[config.mk]
export PLATFORM = sky130hd
export DESIGN_NAME = pipe_stage_reg
export DESIGN_NICKNAME = d
export VERILOG_FILES = /design/src/rtl/pipe_pkg.sv /design/src/rtl/pipe_stage_reg.sv
export SDC_FILE = /design/constraint.sdc
export NUM_CORES = 1
export LEC_CHECK = 0
export ABC_AREA = 1
export CORE_MARGIN = 4
export CORE_UTILIZATION = 35
export CTS_BUF_LIST = sky130_fd_sc_hd__clkbuf_2
export CTS_CLUSTER_DIAMETER = 150
export DETAILED_ROUTE_END_ITERATION = 12
export PLACE_DENSITY = 0.73
export SYNTH_ARGS = -nofsm -noshare
export SYNTH_HDL_FRONTEND = slang
export SYNTH_SLANG_ARGS = --single-unit
[constraint.sdc]
create_clock -name clk -period 1.34 [get_ports clk]
set_input_delay 0.268 -clock clk [delete_from_list [all_inputs] [get_ports clk]]
set_output_delay 0.268 -clock clk [all_outputs]
set_load 0.1 [all_outputs]
[src/rtl/pipe_pkg.sv]
// Shared pipeline definitions: occupancy encoding, per-stage field widths
// and ID/EX control-field bit offsets.
`default_nettype none

package pipe_pkg;

  typedef enum logic [1:0] {
    EMPTY = 2'd0,
    ONE   = 2'd1,
    TWO   = 2'd2
  } occ_state_t;

  // Stage field widths
  localparam int IF_ID_CTRL_W  = 1;    // predicted-taken
  localparam int IF_ID_DATA_W  = 64;   // pc, instruction
  localparam int ID_EX_CTRL_W  = 20;
  localparam int ID_EX_DATA_W  = 133;  // pc, rs1, rs2, imm, rd
  localparam int EX_MEM_CTRL_W = 10;   // reg_write_en, mem_write, mem_read, wb_sel
  localparam int EX_MEM_DATA_W = 101;  // alu result, rs2, pc, rd
  localparam int MEM_WB_CTRL_W = 3;    // reg_write_en, wb_sel
  localparam int MEM_WB_DATA_W = 101;  // alu result, load data, pc, rd

  // ID/EX control-field layout, LSB first
  localparam int CTRL_REG_WRITE_EN_LSB = 0;
  localparam int CTRL_REG_WRITE_EN_W   = 1;
  localparam int CTRL_ALU_SEL_LSB      = 1;
  localparam int CTRL_ALU_SEL_W        = 2;
  localparam int CTRL_ALUOP_LSB        = 3;
  localparam int CTRL_ALUOP_W          = 5;
  localparam int CTRL_MEM_WRITE_LSB    = 8;
  localparam int CTRL_MEM_WRITE_W      = 3;
  localparam int CTRL_BRANCH_JUMP_LSB  = 11;
  localparam int CTRL_BRANCH_JUMP_W    = 3;
  localparam int CTRL_MEM_READ_LSB     = 14;
  localparam int CTRL_MEM_READ_W       = 4;
  localparam int CTRL_WB_SEL_LSB       = 18;
  localparam int CTRL_WB_SEL_W         = 2;

endpackage

`default_nettype wire

[src/rtl/pipe_stage_reg.sv]
// Elastic pipeline-stage register with valid/ready handshake, flush and
// NOP-zeroed control field; SKID=1 adds a skid entry so in_ready is a flop.
`default_nettype none

module pipe_stage_reg
  import pipe_pkg::*;
#(
  parameter int CTRL_W = 20,
  parameter int DATA_W = 133,
  parameter int SKID   = 1
) (
  input  logic              clk,
  input  logic              rst,
  input  logic              flush,
  input  logic              in_valid,
  output logic              in_ready,
  input  logic [CTRL_W-1:0] in_ctrl,
  input  logic [DATA_W-1:0] in_data,
  output logic              out_valid,
  input  logic              out_ready,
  output logic [CTRL_W-1:0] out_ctrl,
  output logic [DATA_W-1:0] out_data,
  output logic [1:0]        occupancy
);

  occ_state_t        state;
  logic [CTRL_W-1:0] main_ctrl;
  logic [DATA_W-1:0] main_data;
  logic              in_fire;
  logic              out_fire;

  assign out_valid = (state != EMPTY);
  assign out_ctrl  = out_valid ? main_ctrl : '0;
  assign out_data  = main_data;
  assign occupancy = state;
  assign in_fire   = in_valid & in_ready;
  assign out_fire  = out_valid & out_ready;

  generate
    if (SKID != 0) begin : g_skid
      logic [CTRL_W-1:0] skid_ctrl;
      logic [DATA_W-1:0] skid_data;
      logic              ready_q;

      // in_ready is registered as (next state != TWO), cutting the stall path
      assign in_ready = ready_q;

      always_ff @(posedge clk) begin
        if (rst) begin
          state     <= EMPTY;
          main_ctrl <= '0;
          main_data <= '0;
          skid_ctrl <= '0;
          skid_data <= '0;
          ready_q   <= 1'b1;
        end else if (flush) begin
          state     <= EMPTY;
          main_ctrl <= '0;
          ready_q   <= 1'b1;
        end else begin
          case (state)
            EMPTY: begin
              if (in_fire) begin
                state     <= ONE;
                main_ctrl <= in_ctrl;
                main_data <= in_data;
              end
            end
            ONE: begin
              if (in_fire && out_fire) begin
                main_ctrl <= in_ctrl;
                main_data <= in_data;
              end else if (in_fire) begin
                state     <= TWO;
                skid_ctrl <= in_ctrl;
                skid_data <= in_data;
                ready_q   <= 1'b0;
              end else if (out_fire) begin
                state     <= EMPTY;
                main_ctrl <= '0;
              end
            end
            TWO: begin
              if (out_fire) begin
                state     <= ONE;
                main_ctrl <= skid_ctrl;
                main_data <= skid_data;
                ready_q   <= 1'b1;
              end
            end
            default: begin
              state     <= EMPTY;
              main_ctrl <= '0;
              ready_q   <= 1'b1;
            end
          endcase
        end
      end
    end else begin : g_single
      assign in_ready = ~out_valid | out_ready;

      always_ff @(posedge clk) begin
        if (rst) begin
          state     <= EMPTY;
          main_ctrl <= '0;
          main_data <= '0;
        end else if (flush) begin
          state     <= EMPTY;
          main_ctrl <= '0;
        end else if (in_fire) begin
          state     <= ONE;
          main_ctrl <= in_ctrl;
          main_data <= in_data;
        end else if (out_fire) begin
          state     <= EMPTY;
          main_ctrl <= '0;
        end
      end
    end
  endgenerate

endmodule

`default_nettype wire

Word level (Yosys, flattened, before mapping)
Cells that the tools add are included.

Eq/ne operators: 10. Mux-type cells: 21. Bitwise logic cells: 5. Reductions and logical operators: 10.

Operator list (count): two-way mux 133 bit (3); one-hot mux 133 bit (3 select lines) (1); two-way mux 20 bit (6); one-hot mux 20 bit (3 select lines) (1); AND reduction 4 bit (4); two-way mux 2 bit (5); != test 2 bit, second input constant (5); != test 3 bit, second input constant (3); one-hot mux 2 bit (3 select lines) (1); AND reduction 5 bit (1); two-way mux 1 bit (3); NOT 1 bit (3); one-hot mux 1 bit (3 select lines) (1); nonzero test 3 bit (1); AND 1 bit (2); == test 2 x 1 -> 1 bit, second input constant (1); == test 2 bit, second input constant (1); logical NOT 2 bit (1); nonzero test 2 bit (1); OR reduction 2 bit (1); logical AND 1 bit (1).

Flip-flop bits (word level): 309. Input port bits: 158. Output and inout port bits: 157. Logic and storage cells: 52.

Longest topological paths before layout
Depth after elaboration: 6. Depth in mapped cells: 9. Gate-level depth less buffers: 7.

Least setup slack after synthesis
OpenSTA, ideal clock, no wires.

Kind: reg-to-output. Start point: register state[1] (netlist: occupancy[1]). End point: output port out_ctrl[0]. Arrival: 2.662 ns. Required time: 1.072 ns. Slack: -1.590 ns. Stages on the path, launching flop included: 4. Path buffers: 1. Path through: dfxtp_1 -> nor2_2 -> clkbuf_1 -> nor2_1.

Word-level cells in the longest chain between the ends: 2.

Ends and longest elaborated chain: start, declared (RTL line pipe_stage_reg.sv:26) `occ_state_t state;`; start signal, assigned (RTL line pipe_stage_reg.sv:50) `state <= EMPTY;`; start signal, assigned (RTL line pipe_stage_reg.sv:57) `state <= EMPTY;`; start signal, assigned (RTL line pipe_stage_reg.sv:64) `state <= ONE;`; nonzero test 2 bit (RTL line pipe_stage_reg.sv:32) `assign out_valid = (state != EMPTY);`; two-way mux 20 bit (RTL line pipe_stage_reg.sv:33) `assign out_ctrl = out_valid ? main_ctrl : '0;`; end, declared (RTL line pipe_stage_reg.sv:21) `output logic [CTRL_W-1:0] out_ctrl,`.

No other way between the ends.

Final worst setup path
Start point: register state[0] (netlist: occupancy[0]). End point: output port out_valid.

Word-level cells in the longest chain between the ends: 1.

Ends and longest elaborated chain: nonzero test 2 bit (RTL line pipe_stage_reg.sv:32); end, declared (RTL line pipe_stage_reg.sv:19) `output logic out_valid,`.

No other way between the ends.

==> flow_metrics.py <==
metrics = {
    "floorplan": {
        "io_pins": 315,
        "die_area_um2": 39580,
        "initial_utilization_pct": 35.71,
        "die_w_um": 199.0,
        "core_um2": 35740,
        "rows": 69,
        "chipHeight_um": 199.0,
    },
    "global_routing": {
        "grt_pass1_wl_um": 78160,
        "antenna_found_initial": 6,
        "overflow": 0,
        "grt_pass1_vias": 15171,
        "grt_max_degree": 125,
        "grt_usage_pct": 24.55,
    },
    "final_layout": {
        "final_layout_size_suffix_gt1_share_pct": 30.18,
        "syn2layout_area_growth_pct": 79.48,
        "multi_input_area_um2": 6183,
        "layout.nets": 2469,
        "layoutNonFillerInstCount": 2836,
        "seqCellArea_um2": 6459,
        "n_fill_cell": 2630,
    },
    "sta": {
        "hold_viol_final": 0,
        "period_needed_ns": 2.245,
        "setup_ws_ns": -0.9053,
        "setup_violations": 466,
        "slew_violations": 0,
        "final.period_utilization_pct": 167.6,
        "fin_skew_ns": 0.08021,
        "rsz0062_at_grt": "true",
        "fmax_ghz": 0.4454,
        "relSlewSlack_pct": 50.21,
        "worstMarginPinSlew_ns": 0.7468,
    },
    "clock_tree": {
        "h-tree-depth": 3,
        "clkSlewWorstSetupHoldPaths_ns": 0.08,
        "cts_made_buffers": 85,
        "insertion_delay_ns": 1.00,
        "clock_path_buffers": 3,
        "clockRootBuffer": "clkbuf_2",
        "cts.sinks": 309,
        "cts_tree": "yes",
    },
    "run_status": {
        "violations": "setup timing",
        "status": "finished with violations",
    },
    "worst_setup_path": {
        "reg2reg_to": "out_data[64]$_SDFFE_PP0P_",
        "path_common_cell": "buf_12",
        "reg2reg_slack_ns": -0.67,
        "required_ns": 1.07,
        "crit_family": "buffers and inverters",
        "critPathBufInv": 5,
        "r2r-start": "occupancy[0]$_SDFFE_PP0P_",
        "crit_path_start_kind": "register",
        "reg2regPathDepth": 14,
        "timing.critical_path.cells": "nor2_4 -> buf_12 -> buf_8 -> inv_8 -> buf_6 -> buf_12",
        "critPathArrivalTime_ns": 1.98,
        "worstSetupPathType": "register to output pin",
        "worstPathMaxFanout": 4,
        "crit_slowest_cell": "dfxtp_4",
        "max_stage_delay_ns": 0.36,
        "critPathCaptureType": "output pin",
        "worstSetupStartpoint": "occupancy[0]$_SDFFE_PP0P_",
    },
    "pwr": {
        "pwr-share-seq_pct": 40.7,
        "p_leak_uw": 0.008982,
        "combPwrFrac_pct": 31.1,
        "p_int_uw": 15670,
        "sw_frac_of_total_pct": 37.16,
        "pwr-share-clk_pct": 28.2,
        "ir_drop_mv": 0.9326,
        "p_per_area_nw_per_um2": 1088,
        "switching_power_uw": 9264,
    },
    "job": {
        "drv_cap": 0,
    },
    "synth": {
        "syn_avg_cell_area_um2": 7.166,
        "synth_cell_types": 19,
        "syn-num-nets": 1939,
        "synth_area_um2": 12760,
        "netlist_instances": 1781,
        "yosysWarnings": 0,
        "yosysSeqAreaShare_pct": 48.47,
        "ys_seq_elements": 309,
    },
    "detailed_routing": {
        "ant_nets": 0,
        "via_per_inst": 5.272,
        "vias": 14951,
        "drt_pass1_iterations": 5,
        "wl_per_cell_um": 19.23,
        "drt_iter0_drc": 1012,
        "drc": 0,
        "wl_um": 54540,
    },
    "placement": {
        "placed_cells": 2474,
        "globalplace.congestion": 0.8349,
        "place_ws_ns": -0.6699,
        "hpwl_um": 26800,
        "io_buffers": 314,
    },
    "worst_hold_path": {
        "whs_endpoint": "occupancy[1]$_SDFFE_PP0P_",
        "hold-path-cell-count": 5,
        "hp-start": "in_valid",
        "hp-class": "primary input to register",
    },
}
layer usage:
| metal | vias to the layer above | routed length [µm] | global-route usage [%] |
|---|---|---|---|
| met5 | - | 17 | 0 |
| met4 | 2 | 2434 | 11.73 |
| met3 | 180 | 4815 | 8.096 |
| met2 | 741 | 26770 | 41.80 |
| met1 | 7036 | 20500 | 27.80 |
| li1 | 6992 | - | - |
Yosys cell counts, drive strengths merged:
cell type  instances  area (µm²)
o21ai            421        2111
inv              182       683.2
clkbuf           101       381.6
nand3             24       125.1
a21oi            176       880.8
nor2             159       606.8
dfxtp            309        6186
nand2            227       854.6
nor3             134       670.6
buf               48       262.8
what timing repair did:
item,CTS,global route
gates cloned,19,10
setup buffers,24,14
setup endpoints to repair,464,466
pin swaps,42,77
gates resized for setup,301,174
endpoints found under the hold margin,259,0
hold buffers,155,0
power by group through the flow:
stage               combinational [µW]  sequential [µW]  clock (µW)
detailed placement                6260            10200           0
global placement                  6210            10200           0
global route                      8050            10200        7720
finish                            7750            10100        7040
CTS                               7410            10100        7140
floorplan                         1360            12400           0
kinds of logic after synthesis:
logic type      count (synthesis)  synth area share (%)
compound gates                597                 23.44
flops                         309                 48.47
simple gates                  544                 17.69
buf+inv                       331                 10.40
cells in the final DEF (no fill, tap or decap), types with 6 or more instances in the layout:
cell and n:
dlygate4sd3_1 155, inv_1 177, dfxtp_4 41, diode_2 6, buf_8 8, nand3_1 21
o21ai_0 227, dfxtp_2 95, nor3_2 26, o21ai_2 57, clkbuf_2 123, buf_6 16
a21oi_2 10, clkdlybuf4s50_1 157, dfxtp_1 173, clkbuf_16 6, buf_12 192, clkinv_1 12
buf_16 16, a21oi_1 166, nor3_1 102, buf_4 40, nor2_4 23, nor3_4 6
o21ai_1 115, nand2_1 218, nor2_1 131, o21ai_4 22
worst reg2reg max path: stages, from the launching register on:
cell     delay (ns)
dfxtp_4        0.36
nor2_4         0.12
buf_12         0.14
buf_8          0.12
inv_8          0.03
buf_4          0.12
nand2_4        0.08
nand2_8        0.07
nor2_4         0.18
buf_12         0.13
buf_12         0.12
buf_12         0.13
buf_12         0.14
o21ai_2        0.06
nor2_1         0.13
flip-flops by register name (all words and copies together), names as in the netlist:
signal	flops
g_skid.skid_ctrl	20
g_skid.skid_data	133
in_ready	1
main_ctrl	20
occupancy	2
out_data	133
area by class of cell:
class | instances | share of cell area [%]
multi-input combinational | 1141 | 27.00
clock inverter | 22 | 0.6391
sequential | 309 | 28.20
inverter | 182 | 3.081
clock buffer | 123 | 2.687
timing repair buffer | 592 | 35.82
antenna | 6 | 0.06555
tap | 461 | 2.518
worst max path at each step:
stage	to	depth (start not counted)
CTS	out_ctrl[10]	4
global placement	g_skid.skid_data[18]$_SDFFE_PP0P_	7
floorplan	out_ctrl[0]	3
global route	out_valid	6
finish	out_valid	6
detailed placement	out_data[126]$_SDFFE_PP0P_	7
per-stage QoR:
stage	setup TNS [ns]	total power, µW	hold slack, ns	cell area (µm²)	utilization [%]
global placement	-170.34	16420	0.4303	18390	51.46
CTS	-224.74	24650	0.03012	22080	61.79
floorplan	-87.43	13790	0.3985	13040	-
detailed placement	-174.93	16480	0.4358	18390	51.46
finish	-193.43	24930	0.2237	22910	64.09
global route	-227.20	25950	0.2180	22900	64.08
Power figures use the tool's default switching activity.
